### src/rtl/vm1_tve_qbus.sv
// vm1_tve_qbus: Q-bus slave front end for the VE1 timer register file.
// Decodes the multiplexed address/data cycle, generates the timer register
// read selects and write strobes, merges byte writes to the limit register
// and produces RPLY.
// Ports:
//   tve_clk, tve_reset        clock, asynchronous active-high reset
//   tve_ena                   timer clock enable, qualifies write strobes
//   qb_ad_in, qb_sync,
//   qb_din, qb_dout, qb_wtbt  bus-side inputs
//   qb_ad_out, qb_ad_oe,
//   qb_rply                   bus-side read data, drive enable, reply
//   tve_dout                  timer read data
//   tve_din                   timer write data
//   tve_{csr,cnt,lim}_oe      timer register read selects
//   tve_{csr,lim}_wr          timer register write strobes
module vm1_tve_qbus #(
    parameter logic [15:0] BASE     = 16'o177706,
    parameter int unsigned RPLY_DLY = 1
) (
    input  logic        tve_clk,
    input  logic        tve_reset,
    input  logic        tve_ena,
    input  logic [15:0] qb_ad_in,
    input  logic        qb_sync,
    input  logic        qb_din,
    input  logic        qb_dout,
    input  logic        qb_wtbt,
    output logic [15:0] qb_ad_out,
    output logic        qb_ad_oe,
    output logic        qb_rply,
    input  logic [15:0] tve_dout,
    output logic [15:0] tve_din,
    output logic        tve_csr_oe,
    output logic        tve_cnt_oe,
    output logic        tve_lim_oe,
    output logic        tve_csr_wr,
    output logic        tve_lim_wr
);
    typedef enum logic [2:0] {
        S_IDLE, S_ADDR, S_READ, S_MERGE, S_STROBE, S_REPLY, S_DONE
    } state_t;

    localparam logic [15:0] CNT_A = BASE + 16'd2;
    localparam logic [15:0] CSR_A = BASE + 16'd4;
    localparam logic [3:0]  DLY   = 4'(RPLY_DLY);

    state_t      state_q, state_d;
    logic [3:0]  cnt_q, cnt_d;
    logic [2:0]  sel_q, sel_d;      // one-hot {csr, cnt, lim}
    logic        byte_q, byte_d;    // address bit 0: odd byte
    logic        oe_q, oe_d;
    logic        wr_q, wr_d;
    logic        rply_q, rply_d;
    logic        ad_oe_q, ad_oe_d;
    logic [15:0] ad_out_q, ad_out_d;
    logic [15:0] din_q, din_d;      // write data, reused as merge buffer
    logic [2:0]  dec;

    assign dec = {qb_ad_in[15:1] == CSR_A[15:1],
                  qb_ad_in[15:1] == CNT_A[15:1],
                  qb_ad_in[15:1] == BASE[15:1]};

    assign qb_ad_out  = ad_out_q;
    assign qb_ad_oe   = ad_oe_q;
    assign qb_rply    = rply_q;
    assign tve_din    = din_q;
    assign tve_lim_oe = oe_q & sel_q[0];
    assign tve_cnt_oe = oe_q & sel_q[1];
    assign tve_csr_oe = oe_q & sel_q[2];
    assign tve_lim_wr = wr_q & sel_q[0];
    assign tve_csr_wr = wr_q & sel_q[2];

    always_comb begin
        state_d  = state_q;
        cnt_d    = cnt_q;
        sel_d    = sel_q;
        byte_d   = byte_q;
        oe_d     = oe_q;
        wr_d     = wr_q;
        rply_d   = rply_q;
        ad_oe_d  = ad_oe_q;
        ad_out_d = ad_out_q;
        din_d    = din_q;
        case (state_q)
            S_IDLE: begin
                if (qb_sync) begin
                    sel_d   = dec;
                    byte_d  = qb_ad_in[0];
                    state_d = |dec ? S_ADDR : S_DONE;
                end
            end
            S_ADDR: begin
                cnt_d = '0;
                if (!qb_sync) state_d = S_IDLE;
                else if (qb_din && qb_dout) state_d = S_DONE;
                else if (qb_din) state_d = S_READ;
                else if (qb_dout) begin
                    if (sel_q[0] && qb_wtbt) begin
                        state_d = S_MERGE;
                        din_d   = qb_ad_in;
                    end else if (sel_q[0] || (sel_q[2] && !(qb_wtbt && byte_q))) begin
                        state_d = S_STROBE;
                        din_d   = qb_ad_in;
                    end else state_d = S_REPLY;
                end
            end
            S_READ: begin
                if (!qb_sync) state_d = S_IDLE;
                else if (!qb_din) state_d = S_DONE;
                else begin
                    // counter freezes once RPLY is up so it cannot wrap
                    if (!rply_q) cnt_d = cnt_q + 4'd1;
                    if (cnt_q == 4'd0) oe_d = 1'b1;
                    if (cnt_q == 4'd1) begin
                        ad_out_d = tve_dout;
                        ad_oe_d  = 1'b1;
                    end
                    if (cnt_q == DLY + 4'd1) rply_d = 1'b1;
                end
            end
            S_MERGE: begin
                if (!qb_sync) state_d = S_IDLE;
                else if (cnt_q == 4'd0) begin
                    cnt_d = 4'd1;
                    oe_d  = 1'b1;
                end else begin
                    oe_d    = 1'b0;
                    din_d   = byte_q ? {din_q[15:8], tve_dout[7:0]} : {tve_dout[15:8], din_q[7:0]};
                    state_d = S_STROBE;
                end
            end
            S_STROBE: begin
                // once raised, the strobe must see one enabled cycle even if SYNC drops
                if (!wr_q) begin
                    if (!qb_sync) state_d = S_IDLE;
                    else wr_d = 1'b1;
                end else if (tve_ena) begin
                    wr_d    = 1'b0;
                    cnt_d   = '0;
                    state_d = qb_sync ? S_REPLY : S_IDLE;
                end
            end
            S_REPLY: begin
                if (!qb_sync) state_d = S_IDLE;
                else if (!qb_dout) state_d = S_DONE;
                else if (!rply_q) begin
                    cnt_d = cnt_q + 4'd1;
                    if (cnt_q == DLY - 4'd1) rply_d = 1'b1;
                end
            end
            S_DONE: begin
                if (!qb_sync) state_d = S_IDLE;
            end
            default: state_d = S_IDLE;
        endcase
        // IDLE and DONE are fully passive
        if (state_d == S_IDLE || state_d == S_DONE) begin
            oe_d     = 1'b0;
            wr_d     = 1'b0;
            rply_d   = 1'b0;
            ad_oe_d  = 1'b0;
            ad_out_d = '0;
            din_d    = '0;
        end
    end

    always_ff @(posedge tve_clk or posedge tve_reset) begin
        if (tve_reset) begin
            state_q  <= S_IDLE;
            cnt_q    <= '0;
            sel_q    <= '0;
            byte_q   <= 1'b0;
            oe_q     <= 1'b0;
            wr_q     <= 1'b0;
            rply_q   <= 1'b0;
            ad_oe_q  <= 1'b0;
            ad_out_q <= '0;
            din_q    <= '0;
        end else begin
            state_q  <= state_d;
            cnt_q    <= cnt_d;
            sel_q    <= sel_d;
            byte_q   <= byte_d;
            oe_q     <= oe_d;
            wr_q     <= wr_d;
            rply_q   <= rply_d;
            ad_oe_q  <= ad_oe_d;
            ad_out_q <= ad_out_d;
            din_q    <= din_d;
        end
    end
endmodule

### config.mk
export PLATFORM = sky130hd
export DESIGN_NAME = vm1_tve_qbus
export DESIGN_NICKNAME = d
export VERILOG_FILES = /design/src/rtl/vm1_tve_qbus.sv
export SDC_FILE = /design/constraint.sdc
export NUM_CORES = 1
export LEC_CHECK = 0
export CORE_UTILIZATION = 57
export DETAILED_ROUTE_END_ITERATION = 12
export DONT_BUFFER_PORTS = 1
export PLACE_DENSITY = 0.84
export SETUP_SLACK_MARGIN = 0.15
export SYNTH_ARGS = -nofsm -noshare
export SYNTH_HDL_FRONTEND = slang
export SYNTH_SLANG_ARGS = --single-unit
export TNS_END_PERCENT = 5
### constraint.sdc
create_clock -name tve_clk -period 2.1 [get_ports tve_clk]
set_clock_uncertainty 0.15 [all_clocks]
set_input_delay 0.105 -clock tve_clk [delete_from_list [all_inputs] [get_ports tve_clk]]
set_output_delay 0.105 -clock tve_clk [all_outputs]
set_load 0.005 [all_outputs]
==> run metrics, run 1 <==
status complete, but fails checks; failing checks setup timing; pwr dens 880.9 nW/um^2; FILL cells 233; Setup crit start cnt_q[1]; Initial Util 59.36%; FF+latch count, synth 47; largest family of logic cells by synthesized area compound AO/OA/AOI/OAI gates; adder-cell area share of the yosys netlist 1.785%; Critical Path RT 2.17 ns; Least-Margin Pin Slew 0.5144 ns; Post-synth ARST share 100.0%; CTS Root Cell clkbuf_8; crit path kind register to register; IO Count 78; Synth area leader dfrtp_1; most common cell after layout, fill and taps aside dfrtp_1; post-route ant nets 0; Worst setup EP type register; global-route wire length before repair 14.04 mm; hold_sp qb_sync; Mean Syn Cell Area 9.804 sq um; synthesized instance count 286; Total Power 3.480 mW; core area 4723 sq um; Multi-input gate area 1625 sq um; initial antenna violation count 0; PortBufs 0; WL final 10.35 mm; Overall Global Routing Usage 36.16%; post-synthesis mux area share 6.113%; CTS clock-pin slew for the worst setup and hold paths 0.09 ns; total gr overflow 0; htree depth 2; Post-Syn Area 2804 sq um; ys flop type dfrtp_1; Max VDD drop 0.5303 mV; Tcrit/Tclk final 114.9%; Critical Path AT 2.48 ns; syn nets 329; initial drt markers 364; Post-synth EDFFs 0; CTS tree done; post-route minimum period 2.413 ns; Fmax 0.4144 GHz; most frequent cells in the layout dfrtp_1, dlygate4sd3_1, buf_4, a21oi_1, nor2_1; Avg WL per Cell 24.40 um; crit start category register; Vias/cell 6.936; Initial DRT Pass Iterations 6; synth warn 0; antenna cells 0; synth top area cells dfrtp_1, mux2i_1, a221oi_2; num rows 25; largest net degree at the start of global routing 34; sequential share of the synthesized area 41.95%; setup TNS -8.108 ns; Area Overhead vs Synth 40.87%; DP HPWL 5.513 mm; RSZ-0062 raised after global routing yes; library cells used by synthesis 54; LEAKAGE 1.651 nW; max-capacitance violation count 0; xor/xnor cell area share of the yosys netlist 0.8925%; DR DRC count 0; Simple-Gate Fraction of Synth Area 17.31%; register area 1177 sq um; worst hold path type input port to register; top cell type's share of synthesized area 41.95%; Synth Area in Compound Gates 25.39%; TritonCTS Buffers 5; final-report max-slew violation count 0; Die Y 72.14 um; number of global-route vias before repair 2672; CTS sink count 47; die width 72.14 um; Slew HR 65.34%; NumNets Final 399; worst r2r src cnt_q[1]; Finished Core Util 83.63%; Placer Congestion 0.8829; area of the die 5203 sq um; Hold Violations, Final 0; final setup fails 38; Crit Path Max Fanout 6; layout cells sized above 1 26.05%; worst setup margin -0.3131 ns; vias after detailed routing 2941; Longest Clk Path Bufs 2; Clock Latency Late Sink 0.32 ns
==> worst max-delay path, stage by stage (launching register included) <==
cell and delay, ns:
dfrtp_1 0.40, inv_2 0.09, ha_4 0.13, or3b_4 0.41, o22ai_2 0.19, a32o_2 0.26, xor2_4 0.09, buf_12 0.14
clkbuf_16 0.17, a221oi_4 0.29
==> Yosys cell counts (all sizes together), types with 2 or more instances <==
cell / instances
inv: 18
o22ai: 3
a21oi: 28
a211oi: 9
a221oi: 18
a22o: 2
nand3b: 2
nand3: 4
nor3b: 9
and4: 2
nor2: 24
o21ai: 10
ha: 4
and2: 6
a31oi: 5
nor3: 2
a2111o: 2
dfrtp: 47
nor2b: 4
buf: 14
mux2i: 16
nand2b: 8
o31ai: 2
nand2: 17
clkbuf: 6
nand4: 3
o211ai: 2
==> routing by layer <==
layer	track usage (%)	part of all wire, %
met5	0	0
met4	20.48	6.5
met3	8.611	11
met2	56.80	48
met1	45.88	35
==> area by class of cell <==
type	instances	share of cell area, %
tap	67	2.122
sequential	47	29.81
multi-input combinational	201	41.15
clock inverter	3	1.204
clock buffer	5	1.742
timing repair buffer	83	22.27
inverter	18	1.710
==> state kept, by name (all words and copies together), names as in the netlist <==
name and cells:
state_q 3, sel_q 3, byte_q 1, qb_rply 1, oe_q 1, qb_ad_out 16
cnt_q 4, tve_din 16, wr_q 1, qb_ad_oe 1
==> timing repair <==
item,in CTS,in global routing
hold buffers,37,0
endpoints found under the hold margin,87,0
setup endpoints to repair,41,44
resized for setup,5,18
cloned,0,3
pin swaps,2,20
setup buffers,0,3
==> worst paths after layout <==
kind / to / slack [ns] / cells past startpoint
max in group asynchronous: tve_din[11] / 1.13 / 3
worst max register to register: tve_din[11] / -0.31 / 9
min in group asynchronous: state_q[2] / 0.10 / 2
worst min-delay path: state_q[1] / 0.03 / 2
worst max-delay path: tve_din[11] / -0.31 / 9
worst min register to register: sel_q[1] / 0.38 / 1
==> report_power, final <==
part	internal, mW	switching (mW)
Combinational	0.805	0.911
Clock	0.361	0.342
Sequential	0.972	0.0876
==> cell families after synthesis <==
family | count (synthesis)
AO/OA/AOI/OAI | 91
AND/OR/NAND/NOR | 87
flip-flops | 47
buffers and inverters | 38
multiplexers | 17
adder cells (fa/ha/maj) | 4
XOR/XNOR | 2
==> through the flow <==
| stage | hold WS, ns | instance area [sq um] | setup slack (ns) | instances |
|---|---|---|---|---|
| 6_report | 0.03056 | 3950 | -0.3131 | 424 |
| 4_1_cts | 0.003194 | 3729 | -0.1708 | 418 |
| 2_1_floorplan | 0.1056 | 2839 | -0.07873 | 286 |
| 3_5_place_dp | -0.1349 | 3217 | -0.1770 | 373 |
| 5_1_grt | 0.03035 | 3950 | -0.3829 | 424 |
| 3_3_place_gp | -0.1325 | 3217 | -0.06005 | 373 |
(Power assumes the default switching activity.)
==> run 2, diff against run 1 <==
- CORE_MARGIN: default -> 2
- CORE_UTILIZATION: 57 -> 63
- PLACE_DENSITY: 0.84 -> 0.88
- clock period: 2.1 -> 2.3 ns (I/O delays scaled with it)
==> run 2 against run 1 <==
  * The run still ends with setup timing left
  * First-iteration DRC count increased by 18%
  * Setup slack improved by 0.062 ns
  * Cell count decreased by 2.8%
  * Die area decreased by 3.9%
  * Register-to-register slack improved by 0.06 ns
  * Critical endpoint is now tve_din[6]
==> run metrics, run 2 (synthesis results as in run 1) <==
total gr overflow 0 (unchanged); status complete, but fails checks; core area 4324 sq um (-8.5%); Longest Clk Path Bufs 2 (unchanged); Avg WL per Cell 26.83 um (+10%); CTS clock-pin slew for the worst setup and hold paths 0.11 ns (+0.02 ns); register share of total power 28.5% (-2.0 points); die width 70.72 um (-2.0%); crit start category register; most frequent cells in the layout dfrtp_1, buf_4, dlygate4sd3_1, a21oi_1, nor2_1; crit path kind register to register; NumNets Final 402 (+0.75%); initial drt markers 429 (+18%); num rows 24 (-4.0%); worst hold path type input port to register; Finished Core Util 90.25% (+6.6 points); Vias/cell 7.335 (+5.7%); CTS sink count 47 (unchanged); Crit Path Max Fanout 8 (+2); final setup fails 36 (-5.3%); DP HPWL 5.498 mm (-0.27%); Initial DRT Pass Iterations 5 (-1); failing checks setup timing; PortBufs 0 (unchanged); Max VDD drop 0.6523 mV (+23%); Clk pwr share 19.6% (-0.6 points); Sw Ratio 39.49% (+0.95 points); TritonCTS Buffers 5 (unchanged); final-report max-slew violation count 0 (unchanged); internal power 2.022 mW (-5.4%); placed insts 354 (-5.1%); worst hold slack 0.03841 ns (+0.007846 ns); area of the die 5001 sq um (-3.9%); hold_sp tve_dout[2]; largest net degree at the start of global routing 48 (+41%); number of global-route vias before repair 3039 (+14%); Setup crit start cnt_q[1]; Critical Path AT 2.61 ns (+0.13 ns); post-route minimum period 2.551 ns (+0.1381 ns); RSZ-0062 raised after global routing yes; max-capacitance violation count 0 (unchanged); most common cell after layout, fill and taps aside dfrtp_1; R2R Setup Slk -0.25 ns (+0.06 ns); Comb power frac 52.0% (+2.7 points); Initial Util 64.84% (+5.5 points); DR DRC count 0 (unchanged); CTS Root Cell clkbuf_8; switching power 1.320 mW (-1.6%); Non-Filler Instances 412 (-2.8%); vias after detailed routing 3022 (+2.8%); antenna cells 0 (unchanged); LEAKAGE 1.561 nW (-5.4%); layout cells sized above 1 27.50% (+1.4 points); pwr dens 856.4 nW/um^2 (-2.8%); Overall Global Routing Usage 42.27% (+6.1 points); IO Count 78 (unchanged); setup TNS -5.362 ns (+2.746 ns); Tcrit/Tclk final 110.9% (-4.0 points); initial antenna violation count 0 (unchanged); worst setup margin -0.2513 ns (+0.06186 ns); CTS tree done; Critical Path RT 2.36 ns (+0.19 ns); Placer Congestion 0.8480 (-4.0%); global-route wire length before repair 16.21 mm (+15%); Die Y 70.72 um (-2.0%); Fmax 0.3920 GHz (-5.4%); post-route ant nets 0 (unchanged); Least-Margin Pin Slew 1.028 ns (+0.5135 ns); htree depth 2 (unchanged); WL final 11.06 mm (+6.9%); worst r2r src cnt_q[1]; Slew HR 30.75% (-35 points); Worst setup EP type register; DP Worst Slack -0.3022 ns (-0.1252 ns); Hold Violations, Final 0 (unchanged); Clock Latency Late Sink 0.30 ns (-0.02 ns); Area Overhead vs Synth 39.18%
## run 2: cell types whose count changed in the layout (fill, tap and decap cells not counted), sizes merged
cell and delta:
a221oi +1, dlygate4sd3 -1, clkbuf -2, buf +5
## run 2: final cells by class
class | count | area [sq um]
Clock buffer | 5 | 68.82
Inverter | 18 | 67.56
Clock inverter | 3 | 47.55
Multi-Input combinational cell | 202 | 1647
Tap cell | 52 | 65.06
Timing Repair Buffer | 85 | 829.5
Sequential cell | 47 | 1177
Fill cell | 169 | 421.7
## run 2: metal layers
metal,global-route usage (%),vias to the layer above,share of wire [%]
li1,-,1211,-
met1,52.85,1444,35
met2,68.54,299,47
met3,9.687,68,12
met4,22.22,0,6.1
met5,0,-,0
## run 2: through the flow
step | cell area (sq um) | power (mW)
2_1_floorplan | 2839 | 1.658
3_3_place_gp | 3080 | 2.006
3_5_place_dp | 3080 | 2.051
4_1_cts | 3816 | 3.076
5_1_grt | 3902 | 3.420
6_report | 3902 | 3.342
## run 2: path summary, 6_finish.rpt
check / to / cells past startpoint
setup reg to reg: tve_din[6] / 10
max in group asynchronous: state_q[1] / 2
setup / recovery: tve_din[6] / 10
min in group asynchronous: tve_din[6] / 2
hold reg to reg: sel_q[1] / 1
hold / removal: tve_din[2] / 4
## run 2: critical path, cell delays in order, from the launching register on
cell,delay [ns]
dfrtp_1,0.40
inv_2,0.09
ha_4,0.12
or3b_4,0.40
buf_6,0.15
o22ai_4,0.13
a32o_2,0.27
xor2_4,0.13
buf_6,0.14
buf_12,0.14
a221oi_4,0.33
## run 2: power by group through the flow
stage               clock (mW)  sequential (mW)  combinational (mW)
detailed placement           0            0.953                1.10
finish                   0.654            0.952                1.74
floorplan                    0            0.949               0.710
global route             0.665            0.954                1.80
CTS                      0.638            0.939                1.50
global placement             0            0.951                1.05
## run 2: what timing repair did
item	CTS	global route
hold buffers	36	0
endpoints found under the setup margin	39	40
cloned	3	0
buffers inserted	8	3
pin swaps	16	9
gates resized for setup	21	11
hold endpoints to repair	88	0
==> run 3, diff against run 2 <==
- CORE_UTILIZATION: 63 -> 50
- PLACE_DENSITY: 0.88 -> 0.74
==> run 3 against run 2 <==
  * The run still ends with setup timing left
  * Global-route usage shrank 13 points
  * Final area is 3.6% lower
  * Sequential share of layout area up 1.1 points
  * Sequential power about the same
  * Fmax is 7.7% higher
  * Power fell by 14%
  * Critical path type unchanged
==> run metrics, run 3 (synthesis results as in run 1) <==
Overall Global Routing Usage 29.41% (-13 points); critical path's slowest cell dfrtp_1; worst hold path type input port to register; Vias/cell 6.471 (-12%); LEAKAGE 1.489 nW (-4.6%); DP HPWL 5.652 mm (+2.8%); Hold Violations, Final 0 (unchanged); Clk pwr share 18.9% (-0.7 points); crit path kind register to register; Avg WL per Cell 21.83 um (-19%); area of the die 6223 sq um (+24%); CTS sink count 47 (unchanged); worst hold path cell count 4 (unchanged); Placer Congestion 0.8770 (+3.4%); worst setup margin -0.06860 ns (+0.1827 ns); total gr overflow 0 (unchanged); Critical Path RT 2.33 ns (-0.03 ns); core area 5473 sq um (+27%); Longest Clk Path Bufs 2 (unchanged); worst r2r src cnt_q[0]; NumNets Final 395 (-1.7%); CTS Root Cell clkbuf_8; die width 78.89 um (+12%); antenna cells 0 (unchanged); worst hold slack 0.04518 ns (+0.006775 ns); final-report max-slew violation count 0 (unchanged); max-capacitance violation count 0 (unchanged); RR Endpoint tve_din[12]; failing checks setup timing; Worst setup EP type register; vias after detailed routing 2750 (-9.0%); Total Power 2.866 mW (-14%); Top delay family on crit path compound AO/OA/AOI/OAI gates; status complete, but fails checks; post-route minimum period 2.369 ns (-0.1827 ns); worst path bufs/invs 3 (-1); layout cells sized above 1 24.65% (-2.9 points); Fmax 0.4222 GHz (+7.7%); most frequent cells in the layout dfrtp_1, dlygate4sd3_1, buf_4, a21oi_1, nor2_1; register share of total power 33.2% (+4.7 points); IO Count 78 (unchanged); Die Y 78.89 um (+12%); Least-Margin Pin Slew 0.6423 ns (-0.3856 ns); CP max stage delay 0.40 ns (about the same); crit start category register; Slew HR 56.73% (+26 points); number of global-route vias before repair 2703 (-11%); worst-case hold path end point tve_din[2]; Non-Filler Instances 425 (+3.2%); largest net degree at the start of global routing 35 (-27%); RSZ-0062 raised after global routing yes; Comb power frac 47.9% (-4.1 points); Clock Latency Late Sink 0.32 ns (+0.02 ns); Sw Ratio 38.44% (-1.1 points); TritonCTS Buffers 5 (unchanged); htree depth 2 (unchanged); DP Worst Slack -0.2285 ns (+0.07371 ns); most common cell after layout, fill and taps aside dfrtp_1; post-route ant nets 0 (unchanged); initial antenna violation count 0 (unchanged); final setup fails 36 (unchanged); Initial Util 51.23% (-14 points); Reg2Reg Depth 9 (-1); hold_sp tve_dout[2]; Critical Path AT 2.40 ns (-0.21 ns); num rows 27 (+13%); Tcrit/Tclk final 103.0% (-7.9 points); DR DRC count 0 (unchanged); initial drt markers 285 (-34%); FILL cells 383 (+130%); global-route wire length before repair 14.01 mm (-14%); CTS tree done; pwr dens 761.8 nW/um^2 (-11%); placed insts 376 (+6.2%); WL final 9.277 mm (-16%); Area Overhead vs Synth 34.18%; Initial DRT Pass Iterations 5 (unchanged); internal power 1.764 mW (-13%); setup TNS -1.180 ns (+4.181 ns); Max VDD drop 0.5807 mV (-11%); Crit Path Max Fanout 8 (unchanged); CTS clock-pin slew for the worst setup and hold paths 0.10 ns (about the same); crit path cell chain inv_2, ha_4, or3b_4, buf_6, o22ai_2, a32o_2, xor2_4, clkbuf_16, a221oi_2; PortBufs 0 (unchanged); R2R Setup Slk -0.07 ns (+0.18 ns); switching power 1.102 mW (-17%)
==> run 3: changes by cell type in the layout (fill, tap and decap cells not counted), moves of 2 or more <==
cell,previous run,this run
buf_4,40,36
a21oi_1,26,28
a21oi_2,2,0
a221oi_4,4,2
buf_16,2,0
buf_6,3,1
==> run 3: repair_timing <==
action,in CTS,in global routing
setup endpoints to repair,39,38
gates resized for setup,5,15
hold buffers,36,0
gates cloned,0,1
pin swaps,3,4
endpoints found under the hold margin,68,0
buffers inserted,3,1
==> run 3: per-stage QoR <==
stage | util [%] | cell area (sq um)
final | 68.75 | 3762
after global routing | 68.75 | 3762
after global placement | 57.48 | 3146
after floorplan | - | 2839
after detailed placement | 57.48 | 3146
after CTS | 66.80 | 3656
==> run 3: worst register-to-register path, stage by stage (launching register included) <==
cell       delay (ns)
dfrtp_1          0.40
inv_2            0.08
ha_4             0.13
or3b_4           0.38
buf_6            0.13
o22ai_2          0.12
a32o_2           0.26
xor2_4           0.29
clkbuf_16        0.23
a221oi_2         0.07
==> run 3: worst max-delay path by stage <==
| stage | startpoint | to | slack (ns) | cells after the start |
|---|---|---|---|---|
| 2_1_floorplan | cnt_q[0] | tve_din[7] | 0.12 | 8 |
| 3_3_place_gp | cnt_q[0] | qb_ad_out[9] | -0.18 | 7 |
| 3_5_place_dp | cnt_q[0] | qb_ad_out[15] | -0.23 | 7 |
| 4_1_cts | cnt_q[1] | tve_din[15] | -0.08 | 9 |
| 5_1_grt | state_q[1] | tve_din[9] | -0.16 | 8 |
| 6_report | cnt_q[0] | tve_din[12] | -0.07 | 9 |
==> run 3: power groups by stage <==
stage          sequential [mW]  clock, mW  combinational [mW]
2_1_floorplan            0.949          0               0.710
3_3_place_gp             0.962          0                1.06
3_5_place_dp             0.964          0                1.10
4_1_cts                  0.947      0.541                1.19
5_1_grt                  0.956      0.564                1.47
6_report                 0.951      0.541                1.37
==> run 3: area by class of cell <==
| type | count | area, sq um | share of cell area [%] |
|---|---|---|---|
| inverter | 18 | 67.56 | 1.796 |
| timing repair buffer | 79 | 767.0 | 20.39 |
| clock buffer | 6 | 82.58 | 2.195 |
| sequential | 47 | 1177 | 31.29 |
| tap | 72 | 90.09 | 2.394 |
| multi-input combinational | 201 | 1562 | 41.50 |
| clock inverter | 2 | 16.27 | 0.4323 |
==> run 3: per-layer routing <==
metal / global-route usage [%] / share of wire [%]
met5: 0 / 0
met4: 11.90 / 3.8
met1: 37.48 / 38
met2: 48.46 / 49
met3: 6.932 / 8.6
